**src/rtl/microondas_pkg.sv**
```systemverilog
// Shared widths, FSM states and BCD helpers for the microwave front-panel keypad path.
package microondas_pkg;

   localparam int KEY_W      = 10;
   localparam int DIGIT_W    = 4;
   localparam int MAX_DIGITS = 3;

   typedef enum logic [1:0] {
      ST_IDLE         = 2'd0,
      ST_DEBOUNCE     = 2'd1,
      ST_LOAD         = 2'd2,
      ST_WAIT_RELEASE = 2'd3
   } state_e;

   function automatic logic is_onehot(input logic [KEY_W-1:0] v);
      return (v != '0) && ((v & (v - 1'b1)) == '0);
   endfunction

   // Non-one-hot inputs encode to 0 so a stray multi-key pattern never produces a bogus digit.
   function automatic logic [DIGIT_W-1:0] onehot_to_bcd(input logic [KEY_W-1:0] v);
      logic [DIGIT_W-1:0] bcd;
      bcd = '0;
      if (is_onehot(v)) begin
         for (int i = 0; i < KEY_W; i++) begin
            if (v[i]) begin
               bcd = DIGIT_W'(i);
            end
         end
      end
      return bcd;
   endfunction

endpackage

```
**src/rtl/key_debouncer.sv**
```systemverilog
// Two-flop key synchroniser plus a counter of consecutive cycles the synchronised
// pattern has held; the owning FSM decides what a stable pattern means.
module key_debouncer
   import microondas_pkg::*;
#(
   parameter int N = 8
) (
   input  logic             clock,
   input  logic             reset,
   input  logic [KEY_W-1:0] keys,
   input  logic             start,
   output logic [KEY_W-1:0] ks,
   output logic [KEY_W-1:0] pattern,
   output logic             stable
);

   localparam int CW = $clog2(N + 1);

   logic [KEY_W-1:0] sync1_q, sync1_d;
   logic [KEY_W-1:0] sync2_q, sync2_d;
   logic [KEY_W-1:0] pattern_q, pattern_d;
   logic [CW-1:0]    cnt_q, cnt_d;

   // A changed pattern (or an explicit start) begins a fresh run of length one.
   always_comb begin
      sync1_d   = keys;
      sync2_d   = sync1_q;
      pattern_d = pattern_q;
      cnt_d     = cnt_q;
      if (start || (sync2_q != pattern_q)) begin
         pattern_d = sync2_q;
         cnt_d     = CW'(1);
      end else if (cnt_q != CW'(N)) begin
         cnt_d = cnt_q + 1'b1;
      end
   end

   always_ff @(posedge clock) begin
      if (reset) begin
         sync1_q   <= '0;
         sync2_q   <= '0;
         pattern_q <= '0;
         cnt_q     <= '0;
      end else begin
         sync1_q   <= sync1_d;
         sync2_q   <= sync2_d;
         pattern_q <= pattern_d;
         cnt_q     <= cnt_d;
      end
   end

   assign ks      = sync2_q;
   assign pattern = pattern_q;
   // High in the cycle whose sample completes N consecutive matching samples.
   assign stable  = (sync2_q == pattern_q) && (cnt_q >= CW'(N - 1));

endmodule

```
**src/rtl/keypad_entry.sv**
```systemverilog
// Keypad digit entry: debounces ten decimal keys and issues one active-low load
// strobe with a BCD digit per accepted press, up to MAX_DIGITS digits.
module keypad_entry
   import microondas_pkg::*;
#(
   parameter int DEBOUNCE_CYCLES = 8,
   parameter int MAX_DIGITS      = microondas_pkg::MAX_DIGITS
) (
   input  logic               clock,
   input  logic               reset,
   input  logic [KEY_W-1:0]   keys,
   input  logic               entry_en,
   input  logic               clear_entry,
   output logic [DIGIT_W-1:0] data,
   output logic               loadn,
   output logic [1:0]         digit_count,
   output logic               full,
   output logic               key_error
);

   state_e             state_q, state_d;
   logic [DIGIT_W-1:0] data_q, data_d;
   logic               loadn_q, loadn_d;
   logic [1:0]         count_q, count_d;
   logic               key_error_q, key_error_d;

   logic [KEY_W-1:0]   ks;
   logic [KEY_W-1:0]   pattern;
   logic               stable;
   logic               start;

   key_debouncer #(.N(DEBOUNCE_CYCLES)) u_debouncer (
      .clock   (clock),
      .reset   (reset),
      .keys    (keys),
      .start   (start),
      .ks      (ks),
      .pattern (pattern),
      .stable  (stable)
   );

   assign full = (count_q == 2'(MAX_DIGITS));

   // A key already down while entry is disallowed must be released before it can count,
   // so IDLE parks in WAIT_RELEASE instead of waiting for entry_en with the key held.
   always_comb begin
      state_d     = state_q;
      data_d      = data_q;
      loadn_d     = 1'b1;
      count_d     = count_q;
      key_error_d = 1'b0;
      start       = 1'b0;
      case (state_q)
         ST_IDLE: begin
            if (ks != '0) begin
               if (entry_en) begin
                  start   = 1'b1;
                  state_d = ST_DEBOUNCE;
               end else begin
                  state_d = ST_WAIT_RELEASE;
               end
            end
         end
         ST_DEBOUNCE: begin
            if (!entry_en) begin
               state_d = ST_WAIT_RELEASE;
            end else if (ks != pattern) begin
               state_d = ST_IDLE;
            end else if (stable) begin
               if (!is_onehot(pattern)) begin
                  key_error_d = 1'b1;
                  state_d     = ST_WAIT_RELEASE;
               end else if (full) begin
                  state_d = ST_WAIT_RELEASE;
               end else begin
                  state_d = ST_LOAD;
               end
            end
         end
         ST_LOAD: begin
            state_d = ST_WAIT_RELEASE;
            if (!clear_entry) begin
               loadn_d = 1'b0;
               data_d  = onehot_to_bcd(pattern);
               if (!full) begin
                  count_d = count_q + 1'b1;
               end
            end
         end
         ST_WAIT_RELEASE: begin
            if ((ks == '0) && stable) begin
               state_d = ST_IDLE;
            end
         end
         default: state_d = ST_IDLE;
      endcase
      // Clearing with a key still down must not let that same press be reloaded.
      if (clear_entry) begin
         count_d = '0;
         if (ks != '0) begin
            state_d = ST_WAIT_RELEASE;
         end
      end
   end

   always_ff @(posedge clock) begin
      if (reset) begin
         state_q     <= ST_IDLE;
         data_q      <= '0;
         loadn_q     <= 1'b1;
         count_q     <= '0;
         key_error_q <= 1'b0;
      end else begin
         state_q     <= state_d;
         data_q      <= data_d;
         loadn_q     <= loadn_d;
         count_q     <= count_d;
         key_error_q <= key_error_d;
      end
   end

   assign data        = data_q;
   assign loadn       = loadn_q;
   assign digit_count = count_q;
   assign key_error   = key_error_q;

endmodule

```
**config.mk**
```make
export PLATFORM = sky130hd
export DESIGN_NAME = keypad_entry
export DESIGN_NICKNAME = d
export VERILOG_FILES = /design/src/rtl/microondas_pkg.sv /design/src/rtl/key_debouncer.sv /design/src/rtl/keypad_entry.sv
export SDC_FILE = /design/constraint.sdc
export NUM_CORES = 1
export LEC_CHECK = 0
export BUFFER_PORTS_ARGS = -buffer_cell sky130_fd_sc_hd__buf_2
export CAP_MARGIN = 20
export CORE_MARGIN = 5
export CORE_UTILIZATION = 49
export DETAILED_ROUTE_END_ITERATION = 10
export PLACE_DENSITY_LB_ADDON = 0.05
export SETUP_SLACK_MARGIN = 0.02
export SLEW_MARGIN = 10
export SYNTH_ARGS = -nofsm -noshare
export SYNTH_HDL_FRONTEND = slang
export SYNTH_SLANG_ARGS = --single-unit
```
**constraint.sdc**
```tcl
create_clock -name clock -period 2.18 [get_ports clock]
set_clock_uncertainty 0.15 [all_clocks]
set_input_delay 0.109 -clock clock [delete_from_list [all_inputs] [get_ports clock]]
set_output_delay 0.109 -clock clock [all_outputs]
set_load 0.02 [all_outputs]
```
* Word-level counts from Yosys, hierarchy flattened *
Index checks and enable logic that the tools add are counted.
W data, S select, Z words.

storage, ports and cells
  register bits after elaboration = 44
  input bits = 14
  word-level logic and storage cells = 72

cells by class
  add/subtract/negate cells = 3
  order comparisons = 1
  equality and inequality tests = 7
  multiplexer cells = 28
  bitwise gates (word level) = 7
  reductions and logical operators = 16

operator list
  operator                 count
  $mux W4                  9
  $logic_not A10 Y1        2
  $reduce_bool A10 Y1      2
  $mux W2                  8
  $and A10 B10 Y10         1
  $eq A10 B10 Y1           1
  $mux W1                  10
  $ne A10 B10 Y1           1
  $sub A10 B1 Y10 const B  1
  $pmux W2 S4              1
  $eq A2 B2 Y1 const B     3
  $not A1 Y1               6
  $reduce_or A2 Y1         3
  $reduce_or A5 Y1         1
  $add A4 B1 Y4 const B    1
  $ge A4 B3 Y1 const B     1
  $ne A4 B4 Y1 const B     1
  $reduce_and A2 Y1        2
  $logic_and A1 B1 Y1      3
  $add A2 B1 Y2 const B    1
  $eq A2 B1 Y1 const B     1
  $logic_not A2 Y1         1
  $reduce_bool A2 Y1       1
  $logic_or A1 B1 Y1       1

* Longest topological paths before layout *
Gate-level depths: netlist of run 1.

  word-level depth = 11
  mapped depth = 7

* Modules after synthesis *
From an unflattened synthesis of run 1, not the netlist that was laid out.

unflattened totals
  cell total of the unflattened synthesis = 200
  area total of the unflattened synthesis = 1950.6 µm²

modules (own cells, without submodules)
  module         times used  cells an instance  area each (µm²)
  key_debouncer  1           101                1132.3
  keypad_entry   1           99                 818.3

* Worst setup path before layout of run 1 *
OpenSTA, ideal clock, no wires.

  path kind = register to register
  from = register u_debouncer.pattern_q[1] (netlist: u_debouncer.pattern[1])
  to = register state_q[0]
  library setup time = 0.134 ns
  arrival = 1.727 ns
  data required time = 1.896 ns
  setup slack = 0.169 ns
  stages on the path, launching flop included = 7
  buffers on the path = 0
  period minus slack after synthesis = 2.011 ns
  cells stage by stage = dfxtp_1 -> or4_1 -> nor2_1 -> mux2_2 -> a21oi_2 -> a21o_1 -> a31oi_1

on the way
  word-level cells in the longest chain between the ends = 11
  elaborated cells on any way between the ends = 17
  classes of those cells = add/sub (1); eq/ne (2); mux (8); bitwise (1); reduce/logical (5)

ends and longest elaborated chain
  item                      line                  text
  start: declaration        key_debouncer.sv:21   logic [KEY_W-1:0] pattern_q, pattern_d;
  start signal: assignment  key_debouncer.sv:47   pattern_q <= pattern_d;
  $sub A10 B1 Y10           microondas_pkg.sv:16  return (v != '0) && ((v & (v - 1'b1)) == '0);
  $and A10 B10 Y10          microondas_pkg.sv:16
  $logic_not A10 Y1         microondas_pkg.sv:16
  $logic_and A1 B1 Y1       microondas_pkg.sv:16
  $mux W1                   keypad_entry.sv:70    if (!is_onehot(pattern)) begin
  $mux W2                   keypad_entry.sv:69    end else if (stable) begin
  $mux W2                   keypad_entry.sv:67    end else if (ks != pattern) begin
  $mux W2                   keypad_entry.sv:65    if (!entry_en) begin
  $pmux W2 S4 (*)           keypad_entry.sv:53    case (state_q)
  $mux W2                   keypad_entry.sv:100   if (ks != '0) begin
  $mux W2 (*)               keypad_entry.sv:98    if (clear_entry) begin
  end signal: assignment    keypad_entry.sv:114   state_q <= state_d;
  end: declaration          keypad_entry.sv:21    state_e state_q, state_d;

Every way passes the cells marked *; elsewhere a longest branch is shown, timed or not.
A chain may end at the register's enable or synchronous reset.

* Worst setup path in the final report of run 1 *
  from = register u_debouncer.pattern_q[3] (netlist: u_debouncer.pattern[3])
  to = register data_q[1] (netlist: data[1])

on the way
  word-level cells in the longest chain between the ends = 8
  elaborated cells on any way between the ends = 13
  classes of those cells = add/sub (1); mux (8); bitwise (1); reduce/logical (3)

ends and longest elaborated chain
  item                                                                     line                  text
  parallel branches: the longest is 7 deep, another holds $sub A10 B1 Y10  --
  $mux W4 (*)                                                              microondas_pkg.sv:23  if (is_onehot(v)) begin
  end signal: assignment                                                   keypad_entry.sv:115   data_q <= data_d;
  end: declaration                                                         keypad_entry.sv:22    logic [DIGIT_W-1:0] data_q, data_d;

Mark *: on every way between the ends.

==> results of run 1 <==
-- worst paths after layout --
kind / depth (start not counted) / slack [ns] / to
worst max-delay path: 6 / 0.1 / data[1]
worst min-delay path: 2 / 0.15 / u_debouncer.pattern[8]
worst max register to register: 6 / 0.1 / data[1]
worst min register to register: 1 / 0.30 / u_debouncer.ks[4]
-- report_power, final --
| part | total, uW | internal [uW] | switching [uW] | leakage, uW |
|---|---|---|---|---|
| combinational | 171 | 92.3 | 78.9 | 0.000513 |
| clock | 496 | 239 | 256 | 0.0000412 |
| sequential | 859 | 835 | 24.9 | 0.000362 |
| total | 1530 | 1170 | 360 | 0.000916 |
-- through the flow --
| step | std cells | setup slack (ns) | util | power, uW | hold slack, ns |
|---|---|---|---|---|---|
| 3_5_place_dp | 250 | 0.0248 | 0.563 | 1020 | 0.172 |
| 2_1_floorplan | 187 | 0.169 | - | 981 | 0.0365 |
| 3_3_place_gp | 250 | 0.0855 | 0.563 | 1010 | 0.166 |
| 6_report | 272 | 0.0986 | 0.634 | 1530 | 0.149 |
| 4_1_cts | 270 | 0.0568 | 0.624 | 1530 | 0.129 |
| 5_1_grt | 272 | 0.0163 | 0.634 | 1610 | 0.157 |
-- what timing repair did --
item	in CTS	in global routing
setup buffers	0	2
setup endpoints to repair	2	6
hold buffers	12	0
resized for setup	1	7
pin swaps	0	8
endpoints found under the hold margin	17	0
-- kinds of logic after synthesis --
group,share of synthesized area
buf+inv,0.0387
simple gates,0.268
xor+xnor,0.0739
mux,0.0176
fa+ha+maj,0.0268
flops,0.496
compound gates,0.0796
-- cells in the mapped netlist (4+ instances only) --
library cell / count / area share
nand2b_1: 4 / 0.014
clkbuf_1: 6 / 0.013
nand2_1: 11 / 0.023
nor2_1: 15 / 0.032
xor2_1: 9 / 0.044
nor4_1: 7 / 0.025
nand4_1: 4 / 0.014
a21oi_1: 8 / 0.023
nor2b_1: 30 / 0.11
dfxtp_1: 44 / 0.50
inv_1: 5 / 0.011
xnor2_1: 6 / 0.030
-- cell usage in the layout (no fill, tap or decap), types with 2 or more instances in the layout --
cell type      netlist  final
a21o_1               2      2
a21oi_1              8      7
a31oi_1              3      3
buf_2                0     22
buf_4                0      6
clkbuf_4             0      5
dfxtp_1             44     42
dlygate4sd3_1        0     12
ha_1                 3      3
inv_1                5      5
mux2i_1              2      2
nand2_1             11     11
nand2b_1             4      4
nand3_1              3      3
nand4_1              4      4
nor2_1              15     14
nor2b_1             30     30
nor3_1               3      3
nor4_1               7      7
o21ai_0              3      3
or2_2                2      2
or3_1                2      2
xnor2_1              6      6
xor2_1               9      9
-- metal layers --
| metal | wire length (um) | up-vias | global-route usage |
|---|---|---|---|
| met5 | 0 | - | 0 |
| met4 | 45 | 0 | 0.0511 |
| met3 | 174 | 4 | 0.0574 |
| met2 | 1490 | 34 | 0.238 |
| met1 | 1400 | 593 | 0.158 |
| li1 | - | 703 | - |
-- registers in the layout (all words and copies together), names as in the netlist --
signal,flops
u_debouncer.ks,10
u_debouncer.pattern,10
data,4
state_q,2
key_error,1
u_debouncer.cnt_q,4
u_debouncer.sync1_q,10
digit_count,2
loadn,1
-- cell type report --
class / count / area, um^2 / area share
sequential: 44 / 886 / 0.409
inverter: 5 / 18.8 / 0.00867
timing repair buffer: 40 / 275 / 0.127
clock buffer: 5 / 37.5 / 0.0173
multi-input combinational: 129 / 848 / 0.392
clock inverter: 3 / 42.5 / 0.0196
tap: 46 / 57.6 / 0.0266
==> flow_summary.ini, run 1 <==
[run_status]
outcome = complete, no violations

[clock_network]
htree_levels = 2
cts_inserted_buffers = 5
clock_latency_ns = 0.35
ctsLongestPathBuffers = 2
sink_count_of_the_clock_tree = 44
clockRootBuffer = clkbuf_4
cts_tree = yes
post_cts_clock_slew_at_the_launch_and_capture_registers_of_the_worst_setup_and_hold_paths_ns = 0.13

[logic_synthesis]
dominantRegCellSynth = dfxtp_1
postSynthCellCount = 187
synth.avg_cell_area_um2 = 9.50
synth-seq-area-share = 0.496
synth_enable_flop_cells = 0
flops_latches_synth = 44
postSynthNetCount = 204
yosysWarnings = 0
async_flop_share = 0
netlist_area_um2 = 1780
post_synth_num_cell_types = 35

[route]
routed_wl_um = 3110
post-route-drc-count = 0
route.vias.total = 1334
route.antenna.remaining_nets = 0
detailedRoute.firstPassIterationCount = 6
detailedRoute.firstIterationViolations = 96
avgRoutedWirePerCell_um = 11.4
drt-vias-per-instance = 4.90

[floorplan]
fp.coreArea_um2 = 3420
dieHeight_um = 70.2
die_width_um = 70.2
initial_core_util = 0.520
design.die.area_um2 = 4930
io_pins = 23
num_rows = 21

[placement]
place.gp.congestion = 0.825
dpl-instance-area_um2 = 1920
hpwl_um = 2080
port_buffers = 22

[global_routing]
grt_remaining_overflow = 0
vias_in_the_first_global_route = 1320
grt_max_degree = 43
antenna_violations_before_repair = 0
grt_pass1_wl_um = 5540
track_usage = 0.140

[critical_path]
critical_path.cell_chain = or4_4 -> nor2_2 -> mux2_4 -> a21oi_4 -> nand4_1 -> a21oi_2
cp_top_family = simple AND/OR/NAND/NOR gates
endpoint_kind = register
crit_type = reg -> reg
max_stage_delay_ns = 0.48
worstSetupStartpointType = register
crit_arrival_ns = 2.22
critPathBufInv = 0
worstSetupStartpoint = u_debouncer.pattern[3]
critical_path.slowest_cell = or4_4
worstPathRequired_ns = 2.32
worst_r2r_startpoint = u_debouncer.pattern[3]
crit_fanout = 6

[layout]
final.fill_count = 283
num-nets-final = 242
flow.area_growth_from_synthesis_pct = 21.9
fin_area_um2 = 2170
n_antenna_cell = 0
post_route_cells_drive_above_1_share = 0.212

[sta]
worst_pin_slew_ns = 0.706
pins_over_their_slew_limit = 0
setup-violations-final = 0
hold_violations = 0
timing.slew.headroom = 0.530
finalSetupTns_ns = 0
achievable-frequency_ghz = 0.480
fin_crit_sh = 0.955
rsz0062_at_grt = yes
final_min_period_ns = 2.08

[pwr]
leakage_uw = 0.000916
power_per_cell_area_nw_per_um2 = 705
vdd_ir_drop_max_uv = 454

[worst_hold_path]
holdCritStartpoint = reset
hold_path_class = in -> reg

[flow_run]
cap_viol_max_count = 0
Note: power is estimated with default switching activity, not from simulation.
==> inputs of run 2 (changes only) <==
BUFFER_PORTS_ARGS = default   (was -buffer_cell sky130_fd_sc_hd__buf_2)
DONT_BUFFER_PORTS = 1   (was default)
clock period = 2.64 ns   (was 2.18 ns; I/O delays follow)
==> flow_summary.ini, run 2 (synthesis gave the netlist of run 1 again) <==
[route]
post-route-drc-count = 0
detailedRoute.firstPassIterationCount = 4
detailedRoute.firstIterationViolations = 86
avgRoutedWirePerCell_um = 11.9
route.vias.total = 1266
routed_wl_um = 3000
route.antenna.remaining_nets = 0
drt-vias-per-instance = 5.02

[layout]
commonest_non_fill_non_tap_cell_in_the_layout = dfxtp_1
post_route_cells_drive_above_1_share = 0.0777
num-nets-final = 222
n_antenna_cell = 0
flow.area_growth_from_synthesis_pct = 15.8
most-common-layout-cells = dfxtp_1, nor2b_1, dlygate4sd3_1
fin_area_um2 = 2060

[critical_path]
crit_fanout = 5
critical_path.cell_chain = or4_1 -> nor2_1 -> mux2_2 -> a21oi_2 -> nand4_1 -> a21oi_1
critPathBufInv = 0
worstPathRequired_ns = 2.78
worstSetupStartpointType = register
worstSetupStartpoint = u_debouncer.pattern[1]
crit_type = reg -> reg
crit_arrival_ns = 2.35
critical_path.slowest_cell = or4_1
r2r_slack_ns = 0.43
worst_r2r_startpoint = u_debouncer.pattern[1]
endpoint_kind = register
max_stage_delay_ns = 0.52
cp_top_family = simple AND/OR/NAND/NOR gates

[sta]
final_min_period_ns = 2.21
finalHoldWorstSlack_ns = 0.270
rsz0062_at_grt = no
setup-violations-final = 0
hold_violations = 0
timing.slew.headroom = 0.751
fin_crit_sh = 0.836
worst_pin_slew_ns = 0.364
pins_over_their_slew_limit = 0
finalSetupTns_ns = 0
achievable-frequency_ghz = 0.453

[floorplan]
io_pins = 23
num_rows = 21
dieHeight_um = 70.2
design.die.area_um2 = 4930
initial_core_util = 0.520
fp.coreArea_um2 = 3420
die_width_um = 70.2

[placement]
dpl-instance-area_um2 = 1780
port_buffers = 0
hpwl_um = 2050
place.gp.congestion = 0.816

[global_routing]
grt_pass1_wl_um = 5110
grt_remaining_overflow = 0
antenna_violations_before_repair = 0
vias_in_the_first_global_route = 1158
grt_max_degree = 43
track_usage = 0.130

[run_status]
outcome = complete, no violations

[clock_network]
clock_latency_ns = 0.36
ctsLongestPathBuffers = 2
htree_levels = 2
post_cts_clock_slew_at_the_launch_and_capture_registers_of_the_worst_setup_and_hold_paths_ns = 0.14
cts_inserted_buffers = 5
clockRootBuffer = clkbuf_4
postCtsResizedCells = 0
sink_count_of_the_clock_tree = 44
cts_setup_buffers = 0
cts_tree = yes

[worst_hold_path]
holdCritStartpoint = keys[3]
hold_path_class = in -> reg

[pwr]
leakage_uw = 0.000823
vdd_ir_drop_max_uv = 347
power_per_cell_area_nw_per_um2 = 573

[flow_run]
cap_viol_max_count = 0
[run 2: cell count changes in the layout (fill, tap and decap cells not counted), moves of 2 or more]
| cell | before | now |
|---|---|---|
| inv_6 | 0 | 2 |
| buf_2 | 22 | 0 |
| dlygate4sd3_1 | 12 | 19 |
| dfxtp_1 | 42 | 44 |
| buf_4 | 6 | 0 |
[run 2: path summary, 6_finish.rpt]
path,end,cells past startpoint
worst min register to register,u_debouncer.ks[7],1
worst max register to register,data[1],6
worst max-delay path,data[1],6
worst min-delay path,u_debouncer.sync1_q[3],2
[run 2: power breakdown]
part	internal, uW	switching (uW)	leakage [uW]
clock network	112	229	0.0000362
logic	66.1	55.1	0.000426
registers	690	25.8	0.000361
[run 2: timing repair]
action,CTS,global route
setup endpoints to repair,0,0
endpoints found under the hold margin,44,0
hold buffers,20,0
[run 2: cell type report]
class                   count  area [um^2]
multi-input cells         129          827
flip-flops and latches     44          881
inverters                   5         18.8
well taps                  46         57.6
clock buffers               5         37.5
fillers                   314         1360
clock inverters             3         26.3
repair buffers             20          210
[run 2: worst reg2reg max path: stages, from the launching register on]
cell and delay, ns:
dfxtp_1 0.38, or4_1 0.52, nor2_1 0.20, mux2_2 0.37, a21oi_2 0.24, nand4_1 0.11, a21oi_1 0.15
[run 2: stage by stage]
step	cells	utilization	worst slack, ns	power (uW)
3_3_place_gp	224	0.522	0.539	815
2_1_floorplan	187	-	0.629	810
6_report	252	0.603	0.432	1180
5_1_grt	252	0.603	0.301	1240
4_1_cts	252	0.603	0.430	1200
3_5_place_dp	224	0.522	0.467	818
[run 2: layer usage]
layer  track usage  vias to the layer above  part of all wire
met4        0.0638                        0            0.0043
met5             0                        -                 0
met2         0.211                       20              0.48
li1              -                      667                 -
met1         0.154                      577              0.46
met3        0.0416                        2             0.045
==> inputs of run 3 (changes only) <==
clock period = 1.9 ns   (was 2.64 ns; I/O delays follow)
==> flow_summary.ini, run 3 (synthesis gave the netlist of run 1 again) <==
[run_status]
failing_checks = negative setup slack
outcome = finished, violations left

[sta]
fin_crit_sh = 1.04
pins_over_their_slew_limit = 0
hold_violations = 0
final_min_period_ns = 1.97
achievable-frequency_ghz = 0.508
setup-violations-final = 5
worst_pin_slew_ns = 0.410
finalHoldWorstSlack_ns = 0.191
timing.final.ws_setup_ns = -0.0680
timing.slew.headroom = 0.723
rsz0062_at_grt = yes

[critical_path]
worstSetupStartpointType = register
critical_path.slowest_cell = or4_4
setup.worst_path.end = data[2]
r2r_slack_ns = -0.07
worstSetupStartpoint = u_debouncer.pattern[1]
crit_type = reg -> reg
crit_fanout = 5
worstPathRequired_ns = 2.04
worst_r2r_startpoint = u_debouncer.pattern[1]
max_stage_delay_ns = 0.55
critical_path.cell_chain = or4_4 -> nor2_4 -> mux2_4 -> a21oi_4 -> nand4_1 -> a21oi_1
crit_arrival_ns = 2.11
timing.reg2reg.worst_path_depth = 6
timing.rr.end = data[2]
endpoint_kind = register

[global_routing]
grt_remaining_overflow = 0
grt_max_degree = 40
grt_use_met1 = 0.188
use_met3 = 0.0502
grt_pass1_wl_um = 5990
gr_layer_usage_met2 = 0.240
antenna_violations_before_repair = 0
track_usage = 0.152
vias_in_the_first_global_route = 1312
global_route.peak_usage_layer = met2

[layout]
num-nets-final = 236
n_antenna_cell = 0
flow.area_growth_from_synthesis_pct = 25.5
final-instance-count-excl-fill = 266
post_route_cells_drive_above_1_share = 0.182
commonest_non_fill_non_tap_cell_in_the_layout = dfxtp_1
most-common-layout-cells = dfxtp_1, nor2b_1, dlygate4sd3_1

[pwr]
vdd_ir_drop_max_uv = 635
totalPowerFinal_uw = 1780
leakage_uw = 0.000915
power_per_cell_area_nw_per_um2 = 796

[flow_run]
cap_viol_max_count = 0

[floorplan]
fp.coreArea_um2 = 3420
initial_core_util = 0.520
design.die.area_um2 = 4930
io_pins = 23
num_rows = 21
dieHeight_um = 70.2
die_width_um = 70.2

[clock_network]
sink_count_of_the_clock_tree = 44
clock_latency_ns = 0.35
cts_tree = yes
ctsLongestPathBuffers = 2
cts_inserted_buffers = 5
clockRootBuffer = clkbuf_4
post_cts_clock_slew_at_the_launch_and_capture_registers_of_the_worst_setup_and_hold_paths_ns = 0.13
htree_levels = 2

[placement]
place.gp.congestion = 0.784
post-place-cells = 236
hpwl_um = 2210
port_buffers = 0

[route]
route.antenna.remaining_nets = 0
route.vias.total = 1351
drt-vias-per-instance = 5.08
post-route-drc-count = 0
avgRoutedWirePerCell_um = 12.8
routed_wl_um = 3410
detailedRoute.firstPassIterationCount = 4
detailedRoute.firstIterationViolations = 114

[worst_hold_path]
hold_path_class = in -> reg
==> run 3: per-layer routing <==
layer	routed length (um)	share of wire	up-vias
met5	0	0	-
met4	70	0.021	0
met3	161	0.047	7
met2	1630	0.48	27
met1	1540	0.45	622
li1	-	-	695
==> run 3: through the flow <==
step	utilization	setup slack, ns	instance area (um^2)	setup TNS, ns
2_1_floorplan	-	-0.0278	1790	-0.0297
3_3_place_gp	0.553	-0.0355	1890	-0.125
3_5_place_dp	0.553	-0.0910	1890	-0.392
4_1_cts	0.643	-0.0820	2200	-0.379
5_1_grt	0.653	-0.180	2230	-1.17
6_report	0.653	-0.0680	2230	-0.272
==> run 3: cell type report <==
class	count	area, um^2
clock inverter	2	35.0
tap	46	57.6
timing repair buffer	34	313
sequential	44	886
multi-input combinational	129	878
clock buffer	6	41.3
fill	289	1190
inverter	5	18.8
==> run 3: critical path: cells and delay by family (launching register included) <==
kind	cells	cell delay (ns)
AND/OR/NAND/NOR	3	0.80
multiplexers	1	0.32
AO/OA/AOI/OAI	2	0.32
flip-flops	1	0.34
==> run 3: where the power goes <==
part | internal [uW] | total (uW) | switching (uW)
clock network | 276 | 564 | 288
logic | 121 | 221 | 99.5
registers | 959 | 991 | 31.9
total | 1360 | 1780 | 419
==> run 3: repair_timing <==
| action | CTS | global route |
|---|---|---|
| resized for setup | 5 | 6 |
| pin swaps | 7 | 3 |
| buffers inserted | 2 | 1 |
| hold endpoints to repair | 44 | 0 |
| setup endpoints to repair | 6 | 10 |
| hold buffers | 19 | 0 |
==> run 3: worst min path at each step <==
stage | endpoint | depth (start not counted) | startpoint | slack (ns)
6_report | u_debouncer.pattern[4] | 2 | reset | 0.19
5_1_grt | u_debouncer.pattern[1] | 2 | reset | 0.16
4_1_cts | u_debouncer.pattern[4] | 2 | reset | 0.17
3_5_place_dp | u_debouncer.pattern[1] | 1 | reset | 0.02
3_3_place_gp | u_debouncer.pattern[1] | 1 | reset | 0.02
2_1_floorplan | digit_count[0] | 1 | clear_entry | 0.02
